### config.mk
export PLATFORM = sky130hd
export DESIGN_NAME = sketch_sense_ctrl
export DESIGN_NICKNAME = d
export VERILOG_FILES = /design/src/rtl/sketch_sense_pkg.sv /design/src/rtl/sense_addr_gen.sv /design/src/rtl/sketch_sense_ctrl.sv
export SDC_FILE = /design/constraint.sdc
export NUM_CORES = 1
export LEC_CHECK = 0
export BUFFER_PORTS_ARGS = -buffer_cell sky130_fd_sc_hd__buf_2
export CAP_MARGIN = 5
export CORE_ASPECT_RATIO = 1.75
export CORE_MARGIN = 2
export CORE_UTILIZATION = 45
export DETAILED_ROUTE_END_ITERATION = 8
export HOLD_SLACK_MARGIN = 0.06
export PLACE_DENSITY = 0.7
export RECOVER_POWER = 50
export SLEW_MARGIN = 20
export SYNTH_ARGS = -nofsm -noshare
export SYNTH_HDL_FRONTEND = slang
export SYNTH_SLANG_ARGS = --single-unit
### constraint.sdc
create_clock -name Clk -period 4.8 [get_ports Clk]
set_input_delay 0.96 -clock Clk [delete_from_list [all_inputs] [get_ports Clk]]
set_output_delay 0.96 -clock Clk [all_outputs]
set_load 0.02 [all_outputs]
### src/rtl/sketch_sense_pkg.sv
// Shared definitions for the sketch-sensing sequencer: FSM states, memory read
// latency and counter width.
package sketch_sense_pkg;

    localparam int unsigned RD_LAT = 1;
    localparam int unsigned CNT_W  = 32;

    typedef enum logic [2:0] {
        ST_IDLE,
        ST_FETCH,
        ST_DRAIN,
        ST_CLEAR,
        ST_DONE
    } sense_state_e;

    // Counter width for a bound, never narrower than one bit.
    function automatic int unsigned width_of(input int unsigned bound);
        return (bound > 1) ? int'($clog2(bound)) : 1;
    endfunction

endpackage

### src/rtl/sense_addr_gen.sv
// Read-address generator: base + row offset + index. The row offset is
// accumulated one row at a time, so no multiplier is needed.
module sense_addr_gen
    import sketch_sense_pkg::*;
#(
    parameter int NUM_COUNTER = 10,
    parameter int ADDR_W      = 8,
    parameter int IDX_W       = 4
) (
    input  logic              clk,
    input  logic              rst,
    input  logic              load_i,
    input  logic [ADDR_W-1:0] base_i,
    input  logic              row_adv_i,
    input  logic              fetch_i,
    input  logic [IDX_W-1:0]  idx_i,
    output logic [ADDR_W-1:0] addr_o
);

    localparam logic [ADDR_W-1:0] ROW_STEP = ADDR_W'(NUM_COUNTER);

    logic [ADDR_W-1:0] base_q, base_d;
    logic [ADDR_W-1:0] row_off_q, row_off_d;
    logic [ADDR_W-1:0] addr_q, addr_d;

    // Address is registered from next-state values so it lines up with the read strobe.
    always_comb begin
        base_d    = load_i ? base_i : base_q;
        row_off_d = row_off_q;
        if (load_i) begin
            row_off_d = '0;
        end else if (row_adv_i) begin
            row_off_d = row_off_q + ROW_STEP;
        end
        addr_d = addr_q;
        if (fetch_i) begin
            addr_d = base_d + row_off_d + ADDR_W'(idx_i);
        end
    end

    // NOTE: registers take non-blocking assignments so every flop samples pre-edge values.
    always_ff @(posedge clk or posedge rst) begin
        if (rst) begin
            base_q    <= '0;
            row_off_q <= '0;
            addr_q    <= '0;
        end else begin
            base_q    <= base_d;
            row_off_q <= row_off_d;
            addr_q    <= addr_d;
        end
    end

    assign addr_o = addr_q;

endmodule

### src/rtl/sketch_sense_ctrl.sv
// Sequencer streaming each sketch row from counter memory into the sensing
// pipeline, capturing one result bit per row.
module sketch_sense_ctrl
    import sketch_sense_pkg::*;
#(
    parameter int NUM_COUNTER = 10,
    parameter int NUM_ROW     = 4,
    parameter int PIPE_LAT    = 4,
    parameter int ADDR_W      = 8
) (
    input  logic               Clk,
    input  logic               Reset,
    input  logic               Start,
    input  logic               Abort,
    input  logic [ADDR_W-1:0]  Base_Addr,
    output logic               Mem_Rd,
    output logic [ADDR_W-1:0]  Mem_Addr,
    input  logic [CNT_W-1:0]   Mem_Data,
    output logic [CNT_W-1:0]   Pipe_Counter,
    output logic               Pipe_Valid,
    output logic               Pipe_Clear,
    input  logic               Pipe_Result,
    output logic               Busy,
    output logic               Done,
    output logic [NUM_ROW-1:0] Row_Flags
);

    localparam int DRAIN_CYC = PIPE_LAT + RD_LAT + 1;
    localparam int IDX_W     = width_of(NUM_COUNTER);
    localparam int ROW_W     = width_of(NUM_ROW);
    localparam int DRN_W     = width_of(DRAIN_CYC);

    localparam logic [IDX_W-1:0] IDX_LAST = IDX_W'(NUM_COUNTER - 1);
    localparam logic [ROW_W-1:0] ROW_LAST = ROW_W'(NUM_ROW - 1);
    localparam logic [DRN_W-1:0] DRN_LAST = DRN_W'(DRAIN_CYC - 1);

    sense_state_e       state_q, state_d;
    logic [IDX_W-1:0]   idx_q, idx_d;
    logic [ROW_W-1:0]   row_q, row_d;
    logic [DRN_W-1:0]   drain_q, drain_d;
    logic [NUM_ROW-1:0] flags_q, flags_d;
    logic               aborted_q, aborted_d;
    logic               load, row_adv, kill;

    logic               rd_dly_q;
    logic               valid_q;
    logic [CNT_W-1:0]   counter_q;

    always_comb begin
        // NOTE: every signal gets a default first so no path through the case infers a latch.
        state_d   = state_q;
        idx_d     = idx_q;
        row_d     = row_q;
        drain_d   = drain_q;
        flags_d   = flags_q;
        aborted_d = aborted_q;
        load      = 1'b0;
        row_adv   = 1'b0;
        kill      = 1'b0;
        unique case (state_q)
            ST_IDLE: begin
                aborted_d = 1'b0;
                if (Start && !Abort) begin
                    state_d = ST_FETCH;
                    load    = 1'b1;
                    flags_d = '0;
                    row_d   = '0;
                    idx_d   = '0;
                end
            end
            ST_FETCH: begin
                if (Abort) begin
                    kill      = 1'b1;
                    aborted_d = 1'b1;
                    state_d   = ST_CLEAR;
                end else if (idx_q == IDX_LAST) begin
                    state_d = ST_DRAIN;
                    drain_d = '0;
                end else begin
                    idx_d = idx_q + 1'b1;
                end
            end
            ST_DRAIN: begin
                if (Abort) begin
                    kill      = 1'b1;
                    aborted_d = 1'b1;
                    state_d   = ST_CLEAR;
                end else if (drain_q == DRN_LAST) begin
                    flags_d[row_q] = Pipe_Result;
                    state_d        = ST_CLEAR;
                end else begin
                    drain_d = drain_q + 1'b1;
                end
            end
            ST_CLEAR: begin
                if (aborted_q || Abort) begin
                    state_d = ST_IDLE;
                end else if (row_q == ROW_LAST) begin
                    state_d = ST_DONE;
                end else begin
                    row_d   = row_q + 1'b1;
                    idx_d   = '0;
                    row_adv = 1'b1;
                    state_d = ST_FETCH;
                end
            end
            ST_DONE: begin
                if (Abort) begin
                    aborted_d = 1'b1;
                    state_d   = ST_CLEAR;
                end else begin
                    state_d = ST_IDLE;
                end
            end
            default: state_d = ST_IDLE;
        endcase
    end

    always_ff @(posedge Clk or posedge Reset) begin
        if (Reset) begin
            state_q   <= ST_IDLE;
            idx_q     <= '0;
            row_q     <= '0;
            drain_q   <= '0;
            flags_q   <= '0;
            aborted_q <= 1'b0;
        end else begin
            state_q   <= state_d;
            idx_q     <= idx_d;
            row_q     <= row_d;
            drain_q   <= drain_d;
            flags_q   <= flags_d;
            aborted_q <= aborted_d;
        end
    end

    // Read strobe -> data register -> valid; an abort squashes reads still in flight.
    always_ff @(posedge Clk or posedge Reset) begin
        if (Reset) begin
            rd_dly_q  <= 1'b0;
            valid_q   <= 1'b0;
            counter_q <= '0;
        end else begin
            rd_dly_q <= Mem_Rd && !kill;
            valid_q  <= rd_dly_q && !kill;
            if (rd_dly_q && !kill) begin
                counter_q <= Mem_Data;
            end
        end
    end

    sense_addr_gen #(
        .NUM_COUNTER (NUM_COUNTER),
        .ADDR_W      (ADDR_W),
        .IDX_W       (IDX_W)
    ) u_addr_gen (
        .clk       (Clk),
        .rst       (Reset),
        .load_i    (load),
        .base_i    (Base_Addr),
        .row_adv_i (row_adv),
        .fetch_i   (state_d == ST_FETCH),
        .idx_i     (idx_d),
        .addr_o    (Mem_Addr)
    );

    assign Mem_Rd       = (state_q == ST_FETCH);
    assign Pipe_Clear   = (state_q == ST_CLEAR);
    assign Done         = (state_q == ST_DONE);
    assign Busy         = (state_q != ST_IDLE);
    assign Pipe_Valid   = valid_q;
    assign Pipe_Counter = counter_q;
    assign Row_Flags    = flags_q;

endmodule

==> results of run 1 <==
kinds of logic (layout without fill, tap and decap cells):
family / count (synthesis) / in the layout
xor gates and xnor gates: 12 / 12
adders and majority gates: 23 / 23
AOI/OAI and AO/OA: 39 / 39
and+or+nand+nor: 168 / 168
muxes: 19 / 19
buffers and inverters: 34 / 135
DFF: 75 / 75
cell type report:
cell class              instances  area, um^2  area share
well taps                      90         113      0.0252
inverters                      19        71.3      0.0160
clock buffers                  10         239      0.0535
multi-input cells             261        1650       0.369
clock inverters                 6        65.1      0.0146
repair buffers                100         454       0.102
flip-flops and latches         75        1880       0.420
routing by layer:
| layer | part of all wire | GRT usage |
|---|---|---|
| met5 | 0 | 0 |
| met2 | 0.55 | 0.327 |
| met4 | 0.026 | 0.0920 |
| met1 | 0.40 | 0.215 |
| met3 | 0.030 | 0.0399 |
through the flow:
step / std cells / setup slack, ps / hold WS, ps
global route: 561 / 203 / 498
global placement: 545 / 275 / 453
CTS: 561 / 439 / 473
finish: 561 / 449 / 472
floorplan: 370 / 522 / 457
detailed placement: 545 / 165 / 457
cells in the mapped netlist (all sizes together):
| master | n | area [um^2] |
|---|---|---|
| o22a | 1 | 8.76 |
| xor2 | 3 | 33.8 |
| dfrtp | 75 | 1880 |
| inv | 19 | 71.3 |
| o31a | 1 | 8.76 |
| buf | 6 | 35.0 |
| a21o | 1 | 7.51 |
| a21boi | 1 | 7.51 |
| o21bai | 2 | 15.0 |
| xnor2 | 8 | 70.1 |
| nand2 | 113 | 424 |
| o32ai | 1 | 8.76 |
| o21ai | 8 | 40.0 |
| xnor3 | 1 | 22.5 |
| and3 | 2 | 12.5 |
| nand3 | 6 | 30.0 |
| fa | 5 | 100 |
| mux2 | 13 | 150 |
| nand2b | 2 | 12.5 |
| nor4b | 1 | 8.76 |
| nor4 | 1 | 12.5 |
| o221ai | 1 | 8.76 |
| nor3b | 3 | 33.8 |
| nand4b | 1 | 8.76 |
| nand3b | 2 | 15.0 |
| o21a | 4 | 30.0 |
| a2111oi | 1 | 8.76 |
| a31oi | 1 | 6.26 |
| o22ai | 1 | 6.26 |
| a21oi | 12 | 60.1 |
| or3 | 2 | 17.5 |
| nor2 | 22 | 82.6 |
| mux2i | 6 | 60.1 |
| ha | 18 | 225 |
| nor3 | 2 | 10.0 |
| a22o | 2 | 17.5 |
| a221o | 1 | 10.0 |
| or2 | 5 | 31.3 |
| o21ba | 1 | 10.0 |
| clkbuf | 9 | 33.8 |
| nor2b | 5 | 31.3 |
| nand4 | 1 | 6.26 |
power breakdown:
part	internal, uW	switching, uW	total [uW]
Clock	415	263	678
Sequential	906	172	1080
Combinational	622	929	1550
Total	1940	1360	3310
worst max path at each step:
stage           from              endpoint  slack, ps  cells past startpoint
2_1_floorplan  Abort  u_addr_gen.addr_o[7]        520                     17
3_3_place_gp   Abort  u_addr_gen.addr_o[7]        270                     17
3_5_place_dp   Abort  u_addr_gen.addr_o[7]        160                     17
4_1_cts        Abort  u_addr_gen.addr_o[7]        440                     17
5_1_grt        Abort  u_addr_gen.addr_o[7]        200                     17
6_report       Abort  u_addr_gen.addr_o[7]        450                     17
critical path, cell delays in order:
cell	delay, ps
buf_2	190
or3_1	420
nor2_1	320
nor2_1	150
a21oi_1	270
o22a_1	180
fa_1	410
inv_1	70
ha_1	180
inv_1	60
fa_1	400
nor2b_1	170
o31a_1	170
o21a_1	120
nor2_1	40
xnor3_1	170
mux2_2	270
registers in the layout, indices dropped and copies added, names as in the netlist, 2 cells and up:
| name | flops |
|---|---|
| row_q | 2 |
| Row_Flags | 4 |
| idx_q | 4 |
| drain_q | 3 |
| u_addr_gen.row_off_q | 8 |
| u_addr_gen.base_q | 8 |
| Pipe_Counter | 32 |
| u_addr_gen.addr_o | 8 |
| state_q | 3 |
==> impl_metrics.ini, run 1 <==
[run_status]
outcome = finished, violations left
violations = max-capacitance violations, max-slew violations

[yosys]
ys_seq_elements = 75
synth_fp_nets = 438
netlist_instances = 370
synthAdderAreaFrac = 0.0886
synth_cell_types = 49
synth_compound_area_frac = 0.0692
ys_warn_count = 0
seq_area_frac_synth = 0.511
synthSimpleGateAreaFrac = 0.201
synth_area_mm2 = 0.00367
synthMuxAreaShare = 0.0573
synth_top_family_by_area = simple AND/OR/NAND/NOR gates
syn_area_per_cell_um2 = 9.92
synthXorXnorAreaFrac = 0.0344

[sta]
fin_crit_sh = 0.906
fin_skew_ps = 6.07
fin_crit_ps = 4350
setup_violations = 0
drv_slew = 41
finalHoldViolCount = 0
setup_tns_ps = 0
rsz0062_at_grt = false
worst_pin_slew_ps = 2190
slew_headroom = -0.460
max_freq_mhz = 230

[finish]
synthToLayoutAreaGrowth_pct = 21.8
finalInstanceArea_mm2 = 0.00447
n_antenna_cell = 0
layout_commonest_cell = nand2_1
drive_above_1_share = 0.195
mostFrequentLayoutCells = nand2_1 (113), dfrtp_1 (75), buf_2 (48)
fill_cells = 759
post-route-util = 0.565
fin_nets = 534

[power_and_ir_drop]
p_leak_uw = 0.00224
ir_drop_uv = 351
power_uw = 3310
p_per_area_mw_per_mm2 = 740

[detailed_routing]
vias_per_cell = 5.00
dr.pass1.iters = 4
wire_per_inst_um = 14.2
vias = 2803
drc = 0
drt-initial-drc-count = 113
final_antenna_net_count = 0
routed_wl_mm = 7.94

[worst_hold_path]
hold_start = Pipe_Counter[19]
hold_end = Pipe_Counter[19]
min_path_type = reg2reg
hold_depth = 2

[worst_setup_path]
crit_type = in2reg
critPathMaxFanout = 15
reg2reg_to = u_addr_gen.addr_o[7]
rrSetupSlack_ps = 510
cp-start-kind = primary input
arrival_ps = 4570
r2r_start = state_q[1]
rr_worst_depth = 18
worstSetupEndpointType = register
cp.required_ps = 5020

[floorplanning]
die_x_um = 72.3
pin_count = 94
coreArea_mm2 = 0.00791
fp-row-count = 43
die_area_mm2 = 0.00892
die_h_um = 123
initial_core_util = 0.464

[clocking]
clk_pin_slew_worst_paths_ps = 60
root_buffer = clkbuf_16
clockBufferDepth = 2
cts_setup_buffers = 0
cts_hold_buf = 0
post_cts_resized = 0
cts_tree = built
clk_latency_ps = 340
numCtsBuffers = 9
clock_sinks = 75
htree_levels = 3

[global_routing]
grt_pass1_wl_mm = 12.8
grt_max_degree = 41
grt_pass1_vias = 2875
track_usage = 0.188
overflow = 0
antenna_found_initial = 0

[place]
dpl_cell_area_mm2 = 0.00424
routabilityCongestion = 0.804
io_buffers = 93
dp_hpwl_mm = 5.80

[run]
cap_viol_max_count = 1
Note: power is estimated with default switching activity, not from simulation.
==> run 2: changes to the inputs <==
--- a/config.mk
+++ b/config.mk
@@ -7,12 +7,14 @@
 export LEC_CHECK = 0
 export BUFFER_PORTS_ARGS = -buffer_cell sky130_fd_sc_hd__buf_2
 export CAP_MARGIN = 5
+export CELL_PAD_IN_SITES_DETAIL_PLACEMENT = 1
+export CELL_PAD_IN_SITES_GLOBAL_PLACEMENT = 1
 export CORE_ASPECT_RATIO = 1.75
 export CORE_MARGIN = 2
-export CORE_UTILIZATION = 45
+export CORE_UTILIZATION = 40
 export DETAILED_ROUTE_END_ITERATION = 8
 export HOLD_SLACK_MARGIN = 0.06
-export PLACE_DENSITY = 0.7
+export PLACE_DENSITY_LB_ADDON = 0.1
 export RECOVER_POWER = 50
 export SLEW_MARGIN = 20
 export SYNTH_ARGS = -nofsm -noshare
==> run 2 against run 1 <==
The flow still finishes with violations (max-capacitance violations, max-slew violations). Largest cell class unchanged. Sequential share of layout area shrank 0.45 points. First-iteration DRC count shrank 23%. Count of clock-buffer cells in the layout shrank 1.
==> impl_metrics.ini, run 2 (synthesis results as in run 1) <==
[run_status]
outcome = finished, violations left
violations = max-capacitance violations, max-slew violations

[worst_setup_path]
path_depth = 17
cp.required_ps = 5020
critPathMaxFanout = 4
cp_num_buf_inv = 3
arrival_ps = 4370
slowest_delay_ps = 400
cp_common_cell = nor2_1
rr_worst_depth = 17
slowest_stage = or3_1
crit_type = in2reg
cp-start-kind = primary input
crit_family = simple AND/OR/NAND/NOR gates
worstSetupEndpointType = register
path_cells = clkbuf_1, or3_1, nor2_1, nor2_1, a21oi_1, buf_4, mux2i_1, fa_1, ha_1, inv_1, fa_1, nor2b_1, o31a_1, o21a_1, nor2_1, xnor3_1, mux2_2

[sta]
worst_pin_slew_ps = 2410
finalHoldViolCount = 0
rsz0062_at_grt = false
slew_headroom = -0.606
setup_tns_ps = 0
fin_skew_ps = 6.64
drv_slew = 45
fin_crit_ps = 4150
max_freq_mhz = 241
setup_violations = 0
fin_crit_sh = 0.865

[place]
dp_hpwl_mm = 6.57
dpl_cell_area_mm2 = 0.00431
dp_cells = 580
routabilityCongestion = 0.770
io_buffers = 93

[power_and_ir_drop]
p_leak_uw = 0.00225
p_per_area_mw_per_mm2 = 724
ir_drop_uv = 299
power_uw = 3270
switching_share = 0.421
clkPwrFrac = 0.189
p_sw_uw = 1380
intPower_uw = 1890
p_seq_frac = 0.324
combPwrFrac = 0.487

[floorplanning]
fp-row-count = 46
pin_count = 94
die_area_mm2 = 0.00999
die_x_um = 76.4
initial_core_util = 0.409
coreArea_mm2 = 0.00898
die_h_um = 131

[clocking]
cts_hold_buf = 0
htree_levels = 3
root_buffer = clkbuf_16
post_cts_resized = 0
clk_latency_ps = 340
numCtsBuffers = 9
clockBufferDepth = 2
cts_tree = built
cts_setup_buffers = 0
clock_sinks = 75
clk_pin_slew_worst_paths_ps = 60

[global_routing]
overflow = 0
grt_pass1_vias = 3065
antenna_found_initial = 0
track_usage = 0.188
grt_max_degree = 45
grt_pass1_wl_mm = 14.7

[detailed_routing]
dr.pass1.iters = 4
top_layer = met4
wl_met2_mm = 4.61
met1_length_mm = 3.53
vias_per_cell = 4.83
routed_wl_mm = 8.72
drc = 0
vias = 2879
wire_per_inst_um = 14.6
wl_met3_um = 344
final_antenna_net_count = 0
drt-initial-drc-count = 87

[run]
cap_viol_max_count = 1

[finish]
post-route-util = 0.503
fill_cells = 1094
layout_commonest_cell = nand2_1
multiInputGateArea_mm2 = 0.00166
finalInstanceArea_mm2 = 0.00452
mostFrequentLayoutCells = nand2_1 (113), dfrtp_1 (75), clkbuf_1 (47), buf_2 (47), nor2_1 (22)
largest_reg_flops = 32
fin_nets = 539
synthToLayoutAreaGrowth_pct = 23.2
final_cells = 596
regArea_mm2 = 0.00188
n_antenna_cell = 0
drive_above_1_share = 0.204

[worst_hold_path]
hold_depth = 2
min_path_type = reg2reg
## run 2: cell count changes in the layout (fill, tap and decap cells not counted), sizes merged
| cell | change |
|---|---|
| buf | +5 |
| bufinv | -1 |
| clkinv | +2 |
| clkbuf | -1 |
## run 2: layer usage
layer,vias up,track usage
met3,13,0.0343
met5,-,0
met2,65,0.330
met4,0,0.107
met1,1392,0.217
li1,1409,-
## run 2: final cells by class
| cell class | instances | area share |
|---|---|---|
| Tap cell | 120 | 0.0332 |
| Sequential cell | 75 | 0.415 |
| Clock buffer | 9 | 0.0498 |
| Multi-Input combinational cell | 261 | 0.367 |
| Inverter | 19 | 0.0158 |
| Timing Repair Buffer | 105 | 0.109 |
| Clock inverter | 7 | 0.00997 |
## run 2: stage by stage
stage / worst slack (ps) / hold slack, ps
2_1_floorplan: 522 / 457
3_3_place_gp: 436 / 453
3_5_place_dp: 244 / 457
4_1_cts: 598 / 472
5_1_grt: 335 / 493
6_report: 647 / 470
## run 2: worst reg2reg max path, stage by stage (launching register included)
cell	delay, ps
dfrtp_1	430
ha_1	290
or3_1	390
nor2_1	230
nor2_1	130
a21oi_1	300
buf_4	190
mux2i_1	100
fa_1	380
ha_1	210
inv_1	70
fa_1	200
nor2b_1	70
o31a_1	250
o21a_1	170
nor2_1	120
xnor3_1	230
mux2_2	270
## run 2: power by group through the flow
| stage | logic (uW) | registers (uW) | clock network (uW) |
|---|---|---|---|
| floorplan | 971 | 1260 | 0 |
| global placement | 1610 | 1050 | 0 |
| detailed placement | 1670 | 1070 | 0 |
| CTS | 1680 | 1060 | 634 |
| global route | 1800 | 1100 | 658 |
| finish | 1590 | 1060 | 617 |
## run 2: path summary, 6_finish.rpt
kind / from / end / slack (ps)
max: Abort / u_addr_gen.addr_o[7] / 650
min: Pipe_Counter[19] / Pipe_Counter[19] / 470
max reg2reg: row_q[0] / u_addr_gen.addr_o[7] / 660
min reg2reg: Pipe_Counter[19] / Pipe_Counter[19] / 470
max in group asynchronous: Reset / drain_q[1] / 1000
min in group asynchronous: Reset / Pipe_Counter[13] / 940
==> run 3: changes to the inputs <==
--- a/config.mk
+++ b/config.mk
@@ -19,4 +19,5 @@
 export SLEW_MARGIN = 20
 export SYNTH_ARGS = -nofsm -noshare
 export SYNTH_HDL_FRONTEND = slang
+export SYNTH_HIERARCHICAL = 1
 export SYNTH_SLANG_ARGS = --single-unit
==> run 3 against run 2 <==
Design area is 2.1% higher. Sequential share of layout area decreased by 0.84 points. Register-to-register slack improved by 150 ps. Clock skew about the same. Cell count fell by 10%. The run still ends with max-capacitance violations, max-slew violations left. Largest cell class unchanged. Highest routed layer unchanged. Worst setup slack better by 50 ps. Core utilization up 0.72 points.
==> impl_metrics.ini, run 3 <==
[run_status]
violations = max-capacitance violations, max-slew violations
outcome = finished, violations left

[global_routing]
grt_max_degree = 52
gr-usage-met2 = 0.353
antenna_found_initial = 0
grt_pass1_vias = 3036
use_met3 = 0.0350
overflow = 0
grt_pass1_wl_mm = 15.2
top_usage_layer = met2
grt_use_met1 = 0.209
track_usage = 0.194

[detailed_routing]
vias = 2751
dr.pass1.iters = 4
routed_wl_mm = 8.88
drc = 0
vias_per_cell = 5.14
drt-initial-drc-count = 115
wire_per_inst_um = 16.6
final_antenna_net_count = 0

[power_and_ir_drop]
p_per_area_mw_per_mm2 = 698
ir_drop_uv = 411
p_leak_uw = 0.00226

[yosys]
synth.most_common_cell = dfrtp_1
synthArstFlopShare = 1.00
netlist_instances = 313
syn_area_per_cell_um2 = 11.8
synth-edff-count = 0
ys_warn_count = 6
synth_area_mm2 = 0.00369
yosys.area.top_type = dfrtp_1
post-synth-top-area-fraction = 0.508
synth_cell_types = 48
synthTopCellsByArea = dfrtp_1 (51%), mux2_1 (10%), ha_1 (6.1%), mux2_2 (3.0%), fa_1 (2.7%)
ys.flop_type = dfrtp_1
seq_area_frac_synth = 0.508
synth_fp_nets = 381
ys_seq_elements = 75
synthTopCellsByCount = dfrtp_1 (75), mux2_1 (33), inv_1 (21)

[worst_setup_path]
critPathMaxFanout = 14
arrival_ps = 4380
r2r_start = state_q[1]
worstSetupEndpointType = register
cp.required_ps = 5070
critPathLaunch = Abort
cp-start-kind = primary input
crit_type = in2reg

[sta]
hold_slack_ps = 484
setup_tns_ps = 0
setup_ws_ps = 697
drv_slew = 52
fin_crit_sh = 0.855
fin_crit_ps = 4100
slew_headroom = -0.831
rsz0062_at_grt = false
worst_pin_slew_ps = 2750
fin_skew_ps = 7.08
max_freq_mhz = 244
setup_violations = 0
finalHoldViolCount = 0

[worst_hold_path]
hold_start = Pipe_Counter[14]
min_path_type = reg2reg

[finish]
fin_nets = 479
n_antenna_cell = 0
layout_commonest_cell = buf_2
fill_cells = 1025
drive_above_1_share = 0.270
finalInstanceArea_mm2 = 0.00461
mostFrequentLayoutCells = buf_2 (76), dfrtp_1 (75), mux2_1 (33)
final_cells = 535
largest_reg_flops = 32
synthToLayoutAreaGrowth_pct = 24.9

[clocking]
root_buffer = clkbuf_16
clock_sinks = 75
numCtsBuffers = 9
clockBufferDepth = 2
cts_tree = built
cts_setup_buffers = 0
cts_hold_buf = 0
clk_pin_slew_worst_paths_ps = 50
clk_latency_ps = 340
post_cts_resized = 0
htree_levels = 3

[floorplanning]
pin_count = 94
die_area_mm2 = 0.0101
fp-row-count = 46
coreArea_mm2 = 0.00904
die_h_um = 131
die_x_um = 76.7
initial_core_util = 0.409

[place]
routabilityCongestion = 0.843
dpl_cell_area_mm2 = 0.00430
dp_hpwl_mm = 6.82
io_buffers = 93
dp_cells = 520
post-place-ws_ps = 562

[run]
cap_viol_max_count = 1
[run 3: cell types whose count changed after synthesis, sizes merged, moves of 4 or more]
cell,delta
mux2,+30
clkbuf,-4
inv,+5
or2,-5
a21oi,-7
nand3,+7
nor2,-5
nand2,-95
[run 3: final timing paths]
| path | endpoint | slack [ps] | cells past startpoint |
|---|---|---|---|
| max | u_addr_gen/addr_o[7] | 700 | 12 |
| min | Pipe_Counter[14] | 480 | 1 |
| max reg2reg | u_addr_gen/addr_o[7] | 810 | 14 |
| min reg2reg | Pipe_Counter[14] | 480 | 1 |
| max in group asynchronous | state_q[1] | 1600 | 3 |
| min in group asynchronous | u_addr_gen/base_q[7] | 820 | 2 |
[run 3: routing by layer]
metal  routed length, um  vias up
met2                5030       72
li1                    -     1293
met5                   0        -
met3                 315       17
met1                3250     1369
met4                 278        0
[run 3: kinds of logic (layout without fill, tap and decap cells)]
| logic type | count (synthesis) | in the layout | share of synthesized area |
|---|---|---|---|
| AND/OR/NAND/NOR | 80 | 80 | 0.112 |
| flip-flops | 75 | 75 | 0.508 |
| multiplexers | 49 | 49 | 0.147 |
| AO/OA/AOI/OAI | 43 | 43 | 0.0874 |
| buffers and inverters | 34 | 136 | 0.0362 |
| adder cells (fa/ha/maj) | 23 | 23 | 0.0880 |
| XOR/XNOR | 9 | 9 | 0.0213 |
[run 3: cell type report]
class                   instances  area (um^2)  area share
clock inverters                 4         98.8      0.0214
well taps                     120          150      0.0325
clock buffers                  11          243      0.0526
repair buffers                 97          470       0.102
inverters                      24         90.1      0.0195
flip-flops and latches         75         1880       0.407
multi-input cells             204         1680       0.365
[run 3: worst max-delay path, cell delays in order]
cell	delay [ps]
clkbuf_1	260
nor3_1	380
and2_0	370
buf_4	260
mux2_2	380
fa_1	470
ha_1	350
nor2b_1	160
o31a_1	250
o21a_1	190
a2111oi_2	200
nand3b_1	140
[run 3: where the power goes]
group / total [uW] / leakage [uW] / internal [uW] / switching [uW]
logic: 1370 / 0.00116 / 556 / 813
clock network: 775 / 0.000166 / 520 / 255
registers: 1080 / 0.000931 / 905 / 171
total: 3220 / 0.00226 / 1980 / 1240
[run 3: metrics by stage]
step,utilization,power (uW)
finish,0.511,3220
global route,0.511,3460
CTS,0.513,3290
detailed placement,0.475,2490
global placement,0.475,2440
floorplan,-,2030
